`config.mk`:
```
export PLATFORM = sky130hd
export DESIGN_NAME = fetch_ctrl
export DESIGN_NICKNAME = d
export VERILOG_FILES = /design/src/rtl/rv32i_pkg.sv /design/src/rtl/adder_sub.sv /design/src/rtl/fetch_hold_reg.sv /design/src/rtl/fetch_ctrl.sv
export SDC_FILE = /design/constraint.sdc
export NUM_CORES = 1
export LEC_CHECK = 0
export ABC_CLOCK_PERIOD_IN_PS = 2870
export CORE_AREA = 2 2 117 119
export CTS_CLUSTER_DIAMETER = 30
export CTS_CLUSTER_SIZE = 25
export DETAILED_ROUTE_END_ITERATION = 8
export DIE_AREA = 0 0 119 121
export HOLD_SLACK_MARGIN = 0.02
export PLACE_DENSITY = 0.79
export SYNTH_ARGS = -nofsm -noshare
export SYNTH_HDL_FRONTEND = slang
export SYNTH_SLANG_ARGS = --single-unit
```
`constraint.sdc`:
```
create_clock -name clk_i -period 2.87 [get_ports clk_i]
set_input_delay 0.574 -clock clk_i [delete_from_list [all_inputs] [get_ports clk_i]]
set_output_delay 0.574 -clock clk_i [all_outputs]
set_load 0.05 [all_outputs]
```
`src/rtl/rv32i_pkg.sv`:
```
// Shared RV32I definitions for the fetch stage: datapath width, PC step, adder ops, fetch FSM states.
// FETCH_CTRL_MISALIGN_TRAP_EN adds the TRAP state to fetch_state_t.
package rv32i_pkg;

    localparam int DPW = 32;
    localparam logic [DPW-1:0] PC_STEP = DPW'(4);

    typedef enum logic {
        ADD_OP = 1'b0,
        SUB_OP = 1'b1
    } addsub_op_t;

`ifdef FETCH_CTRL_MISALIGN_TRAP_EN
    typedef enum logic [2:0] {
        FS_RESET = 3'd0,
        FS_REQ   = 3'd1,
        FS_WAIT  = 3'd2,
        FS_HOLD  = 3'd3,
        FS_TRAP  = 3'd4
    } fetch_state_t;
`else
    typedef enum logic [1:0] {
        FS_RESET = 2'd0,
        FS_REQ   = 2'd1,
        FS_WAIT  = 2'd2,
        FS_HOLD  = 2'd3
    } fetch_state_t;
`endif

endpackage

```
`src/rtl/adder_sub.sv`:
```
// Combinational add/subtract; op_i selects ADD_OP or SUB_OP, result wraps modulo 2^DATA_W.
module adder_sub
    import rv32i_pkg::*;
#(
    parameter int DATA_W = DPW
) (
    input  logic [DATA_W-1:0] a_i,
    input  logic [DATA_W-1:0] b_i,
    input  logic              op_i,
    output logic [DATA_W-1:0] y_o
);

    assign y_o = (op_i == logic'(SUB_OP)) ? (a_i - b_i) : (a_i + b_i);

endmodule

```
`src/rtl/fetch_hold_reg.sv`:
```
// Capture register for a stalled instruction and its PC; clear wins over load.
module fetch_hold_reg
    import rv32i_pkg::*;
(
    input  logic           clk_i,
    input  logic           load_i,
    input  logic           clear_i,
    input  logic [31:0]    instr_i,
    input  logic [DPW-1:0] pc_i,
    output logic [31:0]    instr_o,
    output logic [DPW-1:0] pc_o
);

    logic [32+DPW-1:0] data_q;

    always_ff @(posedge clk_i) begin
        if (clear_i) begin
            data_q <= '0;
        end else if (load_i) begin
            data_q <= {instr_i, pc_i};
        end
    end

    assign instr_o = data_q[32+DPW-1:DPW];
    assign pc_o    = data_q[DPW-1:0];

endmodule

```
`src/rtl/fetch_ctrl.sv`:
```
// Fetch-stage controller: owns PCF, runs a single-outstanding req/gnt/rvalid fetch, applies redirects and stalls.
// FETCH_CTRL_MISALIGN_TRAP_EN enables the misaligned-target trap and the misalign_o port.
module fetch_ctrl
    import rv32i_pkg::*;
#(
    parameter logic [DPW-1:0] RESET_PC = 32'h0000_0000
) (
    input  logic           clk_i,
    input  logic           rst_ni,
    input  logic           stall_i,
    input  logic           br_taken_i,
    input  logic [DPW-1:0] br_target_i,
    output logic           imem_req_o,
    output logic [DPW-1:0] imem_addr_o,
    input  logic           imem_gnt_i,
    input  logic           imem_rvalid_i,
    input  logic [31:0]    imem_rdata_i,
    output logic [DPW-1:0] pcf_o,
    output logic [31:0]    instr_o,
    output logic           instr_valid_o,
    output logic [DPW-1:0] instr_pc_o,
    output logic           flush_d_o,
    output logic           flush_e_o
`ifdef FETCH_CTRL_MISALIGN_TRAP_EN
    ,
    output logic           misalign_o
`endif
);

    fetch_state_t   state_q, state_d;
    logic [DPW-1:0] pcf_q, pcf_d;
    logic           kill_q, kill_d;
    logic [DPW-1:0] pc_inc;
    logic [DPW-1:0] tgt_aligned;
    logic           br_act, redirect;
    logic           hold_load, hold_clear;
    logic [31:0]    hold_instr;
    logic [DPW-1:0] hold_pc;
`ifdef FETCH_CTRL_MISALIGN_TRAP_EN
    logic           bad_tgt;
    logic           misalign_q;
`endif

    adder_sub #(.DATA_W(DPW)) u_pc_add (
        .a_i  (pcf_q),
        .b_i  (PC_STEP),
        .op_i (ADD_OP),
        .y_o  (pc_inc)
    );

    fetch_hold_reg u_hold (
        .clk_i   (clk_i),
        .load_i  (hold_load),
        .clear_i (hold_clear | ~rst_ni),
        .instr_i (imem_rdata_i),
        .pc_i    (pcf_q),
        .instr_o (hold_instr),
        .pc_o    (hold_pc)
    );

    assign tgt_aligned = br_target_i & ~DPW'(3);
    assign br_act      = br_taken_i && (state_q != FS_RESET);
    assign flush_d_o   = br_act;
    assign flush_e_o   = br_act;
`ifdef FETCH_CTRL_MISALIGN_TRAP_EN
    assign bad_tgt     = br_act && (br_target_i[1:0] != 2'b00);
    assign redirect    = br_act && !bad_tgt && (state_q != FS_TRAP);
    assign misalign_o  = misalign_q;
`else
    assign redirect    = br_act;
`endif
    assign imem_addr_o = pcf_o;

    always_comb begin
        state_d       = state_q;
        pcf_d         = pcf_q;
        kill_d        = kill_q;
        pcf_o         = pcf_q;
        imem_req_o    = 1'b0;
        instr_valid_o = 1'b0;
        instr_o       = '0;
        instr_pc_o    = pcf_q;
        hold_load     = 1'b0;
        hold_clear    = 1'b0;

        case (state_q)
            FS_RESET: state_d = FS_REQ;
            FS_REQ: begin
                imem_req_o = 1'b1;
                // A grant coinciding with a redirect fetches a stale PC, so its response must be killed.
                if (imem_gnt_i) begin
                    state_d = FS_WAIT;
                    kill_d  = redirect;
                end
            end
            FS_WAIT: begin
                if (imem_rvalid_i) begin
                    if (kill_q || redirect) begin
                        state_d = FS_REQ;
                        kill_d  = 1'b0;
                    end else begin
                        instr_valid_o = 1'b1;
                        instr_o       = imem_rdata_i;
                        if (stall_i) begin
                            hold_load = 1'b1;
                            state_d   = FS_HOLD;
                        end else begin
                            // Back-to-back: the next request goes out in the response cycle.
                            pcf_d      = pc_inc;
                            pcf_o      = pc_inc;
                            imem_req_o = 1'b1;
                            state_d    = imem_gnt_i ? FS_WAIT : FS_REQ;
                        end
                    end
                end else if (redirect) begin
                    kill_d = 1'b1;
                end
            end
            FS_HOLD: begin
                instr_valid_o = 1'b1;
                instr_o       = hold_instr;
                instr_pc_o    = hold_pc;
                if (redirect || !stall_i) begin
                    hold_clear = 1'b1;
                    state_d    = FS_REQ;
                    pcf_d      = pc_inc;
                end
            end
            default: ;
        endcase

        if (redirect) begin
            pcf_d         = tgt_aligned;
            instr_valid_o = 1'b0;
            instr_o       = '0;
        end
`ifdef FETCH_CTRL_MISALIGN_TRAP_EN
        if (bad_tgt) begin
            state_d       = FS_TRAP;
            kill_d        = 1'b0;
            instr_valid_o = 1'b0;
            instr_o       = '0;
        end
`endif
    end

    always_ff @(posedge clk_i) begin
        if (!rst_ni) begin
            state_q    <= FS_RESET;
            pcf_q      <= RESET_PC;
            kill_q     <= 1'b0;
`ifdef FETCH_CTRL_MISALIGN_TRAP_EN
            misalign_q <= 1'b0;
`endif
        end else begin
            state_q    <= state_d;
            pcf_q      <= pcf_d;
            kill_q     <= kill_d;
`ifdef FETCH_CTRL_MISALIGN_TRAP_EN
            misalign_q <= misalign_q | (state_d == FS_TRAP);
`endif
        end
    end

endmodule

```
==> results of run 1 <==
-- power breakdown --
group          leakage [nW]  switching (mW)  total, mW  internal [mW]
logic                  2.87            1.25       2.20          0.956
registers             0.780          0.0826       1.48           1.40
clock network         0.136           0.529       1.16          0.634
-- state kept, by name, indices dropped and copies added, names as in the netlist --
register / count
pcf_q: 30
kill_q: 1
state_q: 2
u_hold.data_q: 62
-- logic make-up (layout without fill, tap and decap cells) --
family	count (synthesis)	after routing	synth area share, %
buf+inv	116	315	11.4
flops	95	95	32.3
xor+xnor	53	53	7.89
mux	30	30	5.74
other cells	1	7	0.0637
compound gates	168	168	16.6
simple gates	316	316	25.0
fa+ha+maj	5	5	1.06
-- cell type report --
cell class / instances / area (um^2)
inverter: 6 / 22.5
tap: 176 / 220
fill: 803 / 3110
antenna: 1 / 2.50
clock inverter: 3 / 17.5
sequential: 95 / 1940
timing repair buffer: 293 / 3690
multi-input combinational: 578 / 3820
clock buffer: 13 / 260
-- worst max-delay path by stage --
| stage | from | endpoint | slack [ns] | cells after the start |
|---|---|---|---|---|
| 2_1_floorplan | stall_i | pcf_o[22] | -0.25 | 6 |
| 3_3_place_gp | stall_i | pcf_o[22] | -0.23 | 8 |
| 3_5_place_dp | stall_i | pcf_o[22] | -0.26 | 8 |
| 4_1_cts | state_q[0]$_SDFFE_PN0P_ | pcf_o[22] | -0.00006 | 10 |
| 5_1_grt | pcf_q[13]$_SDFFE_PN0P_ | imem_addr_o[31] | -0.08 | 7 |
| 6_report | pcf_q[13]$_SDFFE_PN0P_ | imem_addr_o[31] | -0.004 | 7 |
-- worst max-delay path: cells and delay by family, from the launching register on --
family / cells / cell delay (ns)
flip-flops: 1 / 0.35
AND/OR/NAND/NOR: 4 / 1.03
XOR/XNOR: 1 / 0.25
buffers and inverters: 2 / 0.31
-- synthesized netlist by cell type (2+ instances only) --
cell type	instances
nand2_1	163
dfxtp_1	95
a21oi_1	84
nor2_1	59
buf_4	38
clkbuf_1	38
a22oi_1	33
o21ai_0	31
mux2_2	30
xnor2_1	28
buf_2	27
xor2_1	25
nand3_1	20
nand4_1	17
nor3_1	16
a211oi_1	5
clkbuf_8	5
ha_1	5
inv_1	5
and3_1	4
and4_4	4
a311oi_1	3
a31oi_1	3
and2_1	3
nand2b_1	3
nor2b_1	3
and4_2	2
nand2_2	2
nor3_2	2
nor3b_1	2
nor4_1	2
o21a_1	2
-- layer usage --
metal | wire length (um) | global-route usage, %
met1 | 7860 | 32.8
met2 | 10300 | 47.4
met3 | 2380 | 7.89
met4 | 959 | 11.9
met5 | 0 | 0
-- repair_timing --
item                                    in CTS  in global routing
buffers inserted                            13                 14
endpoints found under the setup margin      51                 50
gates cloned                                 0                  0
pin swaps                                   11                 16
resized for setup                           22                 46
==> key figures, run 1 <==
Clocking
  • Clk pin slew, worst setup/hold paths: 0.07 ns
  • CTS tree: yes
  • TritonCTS sink count: 95
  • Later-pin clock latency in the skew report: 0.35 ns
  • Deepest clock path buffer count: 2
  • Root buffer selected by CTS: clkbuf_16
  • CTS hold repair buffers: 0
  • H-tree levels: 3
  • Number of buffers created by CTS: 9

Routing
  • Vias: 6651
  • Via/cell ratio: 5.71
  • Antenna viol nets, final: 0
  • TritonRoute pass-1 iters: 6
  • Final WL: 21500 um
  • DR iter-0 viols: 646
  • WL per Instance: 18.5 um
  • Post-route DRC: 0

Placed design
  • Placer Congestion: 0.938
  • PortBufs: 193
  • Detail Placement HPWL: 14300 um
  • Dpl cells: 1121
  • Area after DPL: 9280 um^2
  • Pre-CTS setup slack: -0.260 ns

Final layout
  • Non-filler cells, final: 1165
  • Post-route cell area: 9970 um^2
  • Final net count: 1058
  • Area Growth Syn to Fin: 69.4%
  • Most frequent cells in the layout: nand2_1 (156), buf_4 (115), buf_12 (104)
  • Fin util: 76.2%
  • Commonest non-fill, non-tap cell in the layout: nand2_1
  • Share of cells above drive strength 1: 37.9%

Floorplan
  • Die width: 119 um
  • Die Area: 14400 um^2
  • Floorplan row count: 42
  • DIE HEIGHT: 121 um
  • Initial Util: 45.0%
  • Num ports: 202
  • Placeable Area: 13100 um^2

Yosys
  • Yosys cell types: 57
  • Syn Inst Count: 784
  • Seq/Total Area, Yosys: 32.3%
  • Cell Area, Synth: 5890 um^2
  • Avg Cell Area, Syn: 7.51 um^2
  • Ys Warns: 0
  • Number of synthesized register bits: 95
  • Ys flop type: dfxtp_1
  • Async S/R FF share, synth: 0%
  • Largest area contributor in the synthesized netlist: dfxtp_1
  • Post-synth EDFFs: 0
  • Synth top area cells: dfxtp_1 (32%), nand2_1 (10%), a21oi_1 (7.1%)
  • Top cell type's share of synthesized area: 32.3%

STA
  • Unrepaired setup endpoints after global routing: yes
  • Max Clock Skew: 0.0125 ns
  • Final WS setup: -0.00371 ns
  • Setup_tns: -0.00695 ns
  • Clock period minus worst slack: 2.87 ns
  • Final max-slew violation count: 0
  • WHS: 0.454 ns
  • Slew Limit Headroom: 60.2%
  • Fmax: 348 MHz
  • Final hold vios: 0
  • Final period utilization: 100%
  • Worst Max-Slew Pin Slew: 0.597 ns
  • # setup viols final: 2

Global route
  • Gr usage total: 27.8%
  • Vias in the first global route: 6430
  • First-pass GRT wire length: 32300 um
  • Total grt overflow: 0
  • Largest net degree at the start of global routing: 48
  • Initial antenna violation count: 1

Setup path
  • FF-to-FF setup slack: 0.49 ns
  • Critical path type: register to output port
  • Critical Path RT: 2.30 ns
  • Critical Path Start Type: register
  • RR Startpoint: state_q[1]$_SDFFE_PN0P_
  • Worst R2R End: pcf_q[14]$_SDFFE_PN0P_
  • Worst stage delay on the critical path: 0.55 ns
  • CP max stage cell: or4_4
  • Crit Path Max Fanout: 6
  • Worst setup EP type: output port
  • CP Data Arrival Time: 2.30 ns
  • CP cell instances: and4_4 -> nand2_4 -> or4_4 -> nor3_4 -> buf_6 -> xor2_4 -> buf_12
  • Worst reg-to-reg path cell count: 6

Power and ir drop
  • Pleak: 3.78 nW
  • PwrDens: 486 nW/um^2
  • Max VDD drop: 0.319 mV
  • Overall power: 4.84 mW

Worst hold path
  • Hold Path End: u_hold.data_q[61]$_SDFFE_PP0P_
  • Hold Startpoint: u_hold.data_q[61]$_SDFFE_PP0P_
  • HP Class: register to register
  • WHS Path Cells: 2

Run status
  • Failing checks: negative setup slack
  • Status: complete, but fails checks

Flow run
  • Max_cap viols: 0
Power figures use the tool's default switching activity.
==> inputs of run 2 (changes only) <==
- ABC_CLOCK_PERIOD_IN_PS: 2870 -> not set
==> results of run 2 <==
The final DEF is identical to that of run 1; final timing and power are the same.
==> inputs of run 3 (changes only) <==
- CORE_AREA: 2 2 117 119 -> 2 2 125 127
- DIE_AREA: 0 0 119 121 -> 0 0 127 129
- PLACE_DENSITY: 0.79 -> 0.71
==> run 3 against run 2 <==
  * Critical path depth did not move
  * Clock-buffer cell count is the same
  * The run now ends clean
  * Sequential share of layout area up 0.092 points
  * First-iteration DRC count is 35% lower
  * Worst setup slack gained 0.042 ns
  * Power down 0.12%
  * Register-to-register slack improved by 0.15 ns
  * Utilization down 10 points
  * Clock skew is 0.0048 ns lower
  * Highest routed layer unchanged
  * Sequential power barely moved
==> key figures, run 3 (synthesized netlist as in run 1, its figures left out) <==
Floorplan
  • Die width: 127 um (+6.7%)
  • Num ports: 202 (unchanged)
  • Floorplan row count: 45 (+7.1%)
  • Die Area: 16400 um^2 (+14%)
  • Initial Util: 39.3% (-5.7 points)
  • DIE HEIGHT: 129 um (+6.6%)
  • Placeable Area: 15000 um^2 (+14%)

Flow run
  • Max_cap viols: 0 (unchanged)

Routing
  • Post-route DRC: 0 (unchanged)
  • Antenna viol nets, final: 0 (unchanged)
  • WL per Instance: 16.4 um (-11%)
  • Via/cell ratio: 5.27 (-7.7%)
  • Vias: 6142 (-7.7%)
  • TritonRoute pass-1 iters: 5 (-1)
  • DR iter-0 viols: 419 (-35%)
  • Final WL: 19100 um (-11%)

STA
  • Final period utilization: 98.7% (-1.5 points)
  • # setup viols final: 0 (-2)
  • Final max-slew violation count: 0 (unchanged)
  • Clock period minus worst slack: 2.83 ns (-0.0423 ns)
  • Unrepaired setup endpoints after global routing: yes
  • Worst Max-Slew Pin Slew: 0.555 ns (-0.0424 ns)
  • Setup_tns: 0 ns (+0.00695 ns)
  • Slew Limit Headroom: 63.0% (+2.8 points)
  • Final hold vios: 0 (unchanged)
  • Max Clock Skew: 0.00773 ns (-0.00478 ns)
  • Fmax: 353 MHz (+1.5%)

Setup path
  • Worst reg-to-reg path cell count: 8 (+2)
  • CP cell instances: and4_4 -> nand2_2 -> or4_4 -> nor2_2 -> buf_4 -> xor2_4 -> buf_12
  • Worst stage delay on the critical path: 0.56 ns (about the same)
  • CP max stage cell: or4_4
  • Worst R2R End: pcf_q[26]$_SDFFE_PN0P_
  • RR Startpoint: state_q[0]$_SDFFE_PN0P_
  • Critical Path Start Type: register
  • Crit Path Max Fanout: 4 (-2)
  • Critical path type: register to output port
  • CP endpoint: pcf_o[29]
  • Worst setup EP type: output port
  • FF-to-FF setup slack: 0.64 ns (+0.15 ns)
  • CP Launch Point: pcf_q[7]$_SDFFE_PN0P_
  • CP Data Arrival Time: 2.26 ns (-0.04 ns)
  • Critical Path RT: 2.30 ns (about the same)

Final layout
  • Post-route cell area: 9850 um^2 (-1.2%)
  • Inserted Diodes: 0 (-1)
  • Fin util: 65.8% (-10 points)
  • Area of the multi-input gates: 3800 um^2 (-0.69%)
  • Largest regs: u_hold.data_q: 62 flops, pcf_q: 30 flops, state_q: 2 flops
  • Fill cells: 1195 (+49%)
  • Most frequent cells in the layout: nand2_1 (156), buf_4 (109), buf_12 (103)
  • Commonest non-fill, non-tap cell in the layout: nand2_1
  • Share of cells above drive strength 1: 34.5% (-3.4 points)
  • Reg area: 1920 um^2 (-0.78%)
  • Non-filler cells, final: 1165 (unchanged)
  • Area Growth Syn to Fin: 67.3%
  • Most flops, register: u_hold.data_q
  • Final net count: 1047 (-1.0%)
  • Max reg flops: 62 (unchanged)

Global route
  • Initial antenna violation count: 0 (-1)
  • Largest net degree at the start of global routing: 53 (+10%)
  • Gr usage total: 22.8% (-5.0 points)
  • First-pass GRT wire length: 30000 um (-7.3%)
  • Vias in the first global route: 5993 (-6.8%)
  • Total grt overflow: 0 (unchanged)

Placed design
  • PortBufs: 193 (unchanged)
  • Detail Placement HPWL: 14100 um (-1.1%)
  • Placer Congestion: 0.862 (-8.1%)
  • Area after DPL: 9320 um^2 (+0.43%)
  • Dpl cells: 1138 (+1.5%)

Power and ir drop
  • Overall power: 4.84 mW (-0.12%)
  • Pleak: 3.71 nW (-1.9%)
  • Max VDD drop: 0.285 mV (-10%)
  • PwrDens: 491 nW/um^2 (+1.1%)

Clocking
  • TritonCTS sink count: 95 (unchanged)
  • CTS hold repair buffers: 0 (unchanged)
  • Deepest clock path buffer count: 2 (unchanged)
  • CTS tree: yes
  • Root buffer selected by CTS: clkbuf_16
  • Clk pin slew, worst setup/hold paths: 0.07 ns (about the same)
  • Number of buffers created by CTS: 9 (unchanged)
  • H-tree levels: 3 (unchanged)
  • Later-pin clock latency in the skew report: 0.35 ns (about the same)

Run status
  • Status: completed

Worst hold path
  • HP Class: register to register
## run 3: worst min path at each step
| stage | start | to | slack, ns | cells after the start |
|---|---|---|---|---|
| after CTS | u_hold.data_q[24]$_SDFFE_PP0P_ | u_hold.data_q[24]$_SDFFE_PP0P_ | 0.45 | 2 |
| after global placement | u_hold.data_q[9]$_SDFFE_PP0P_ | u_hold.data_q[9]$_SDFFE_PP0P_ | 0.44 | 2 |
| after global routing | u_hold.data_q[24]$_SDFFE_PP0P_ | u_hold.data_q[24]$_SDFFE_PP0P_ | 0.47 | 2 |
| after detailed placement | u_hold.data_q[27]$_SDFFE_PP0P_ | u_hold.data_q[27]$_SDFFE_PP0P_ | 0.44 | 2 |
| after floorplan | u_hold.data_q[10]$_SDFFE_PP0P_ | u_hold.data_q[10]$_SDFFE_PP0P_ | 0.43 | 2 |
| final | u_hold.data_q[24]$_SDFFE_PP0P_ | u_hold.data_q[24]$_SDFFE_PP0P_ | 0.45 | 2 |
## run 3: where the power goes
part / leakage (nW) / switching, mW / internal [mW]
clock network: 0.140 / 0.523 / 0.700
registers: 0.774 / 0.0875 / 1.39
logic: 2.80 / 1.20 / 0.936
## run 3: through the flow
step / setup slack, ns / hold WS [ns]
after global routing: -0.0398 / 0.472
after detailed placement: -0.276 / 0.443
after CTS: -0.00687 / 0.452
after global placement: -0.221 / 0.438
after floorplan: -0.252 / 0.433
final: 0.0386 / 0.449
## run 3: final cells by class
cell class / instances / share of cell area, %
well taps: 188 / 2.39
clock buffers: 13 / 2.54
flip-flops and latches: 95 / 19.5
inverters: 6 / 0.229
multi-input cells: 578 / 38.6
clock inverters: 3 / 0.432
repair buffers: 282 / 36.4
## run 3: repair_timing
item,in CTS,in global routing
buffers inserted,2,9
endpoints found under the setup margin,54,30
gates resized for setup,24,14
pin swaps,5,12
## run 3: critical path, delay by kind of cell (launching register included)
family                    cells  cell delay [ns]
and+or+nand+nor               4             1.01
DFF                           1             0.37
buffers and inverters         2             0.31
xor gates and xnor gates      1             0.21
## run 3: per-layer routing
metal	vias to the layer above	share of wire (%)	global-route usage [%]
met2	239	50	40.4
met5	-	0	0
met3	35	8.0	6.57
li1	2992	-	-
met1	2876	40	26.6
met4	0	2.2	7.37
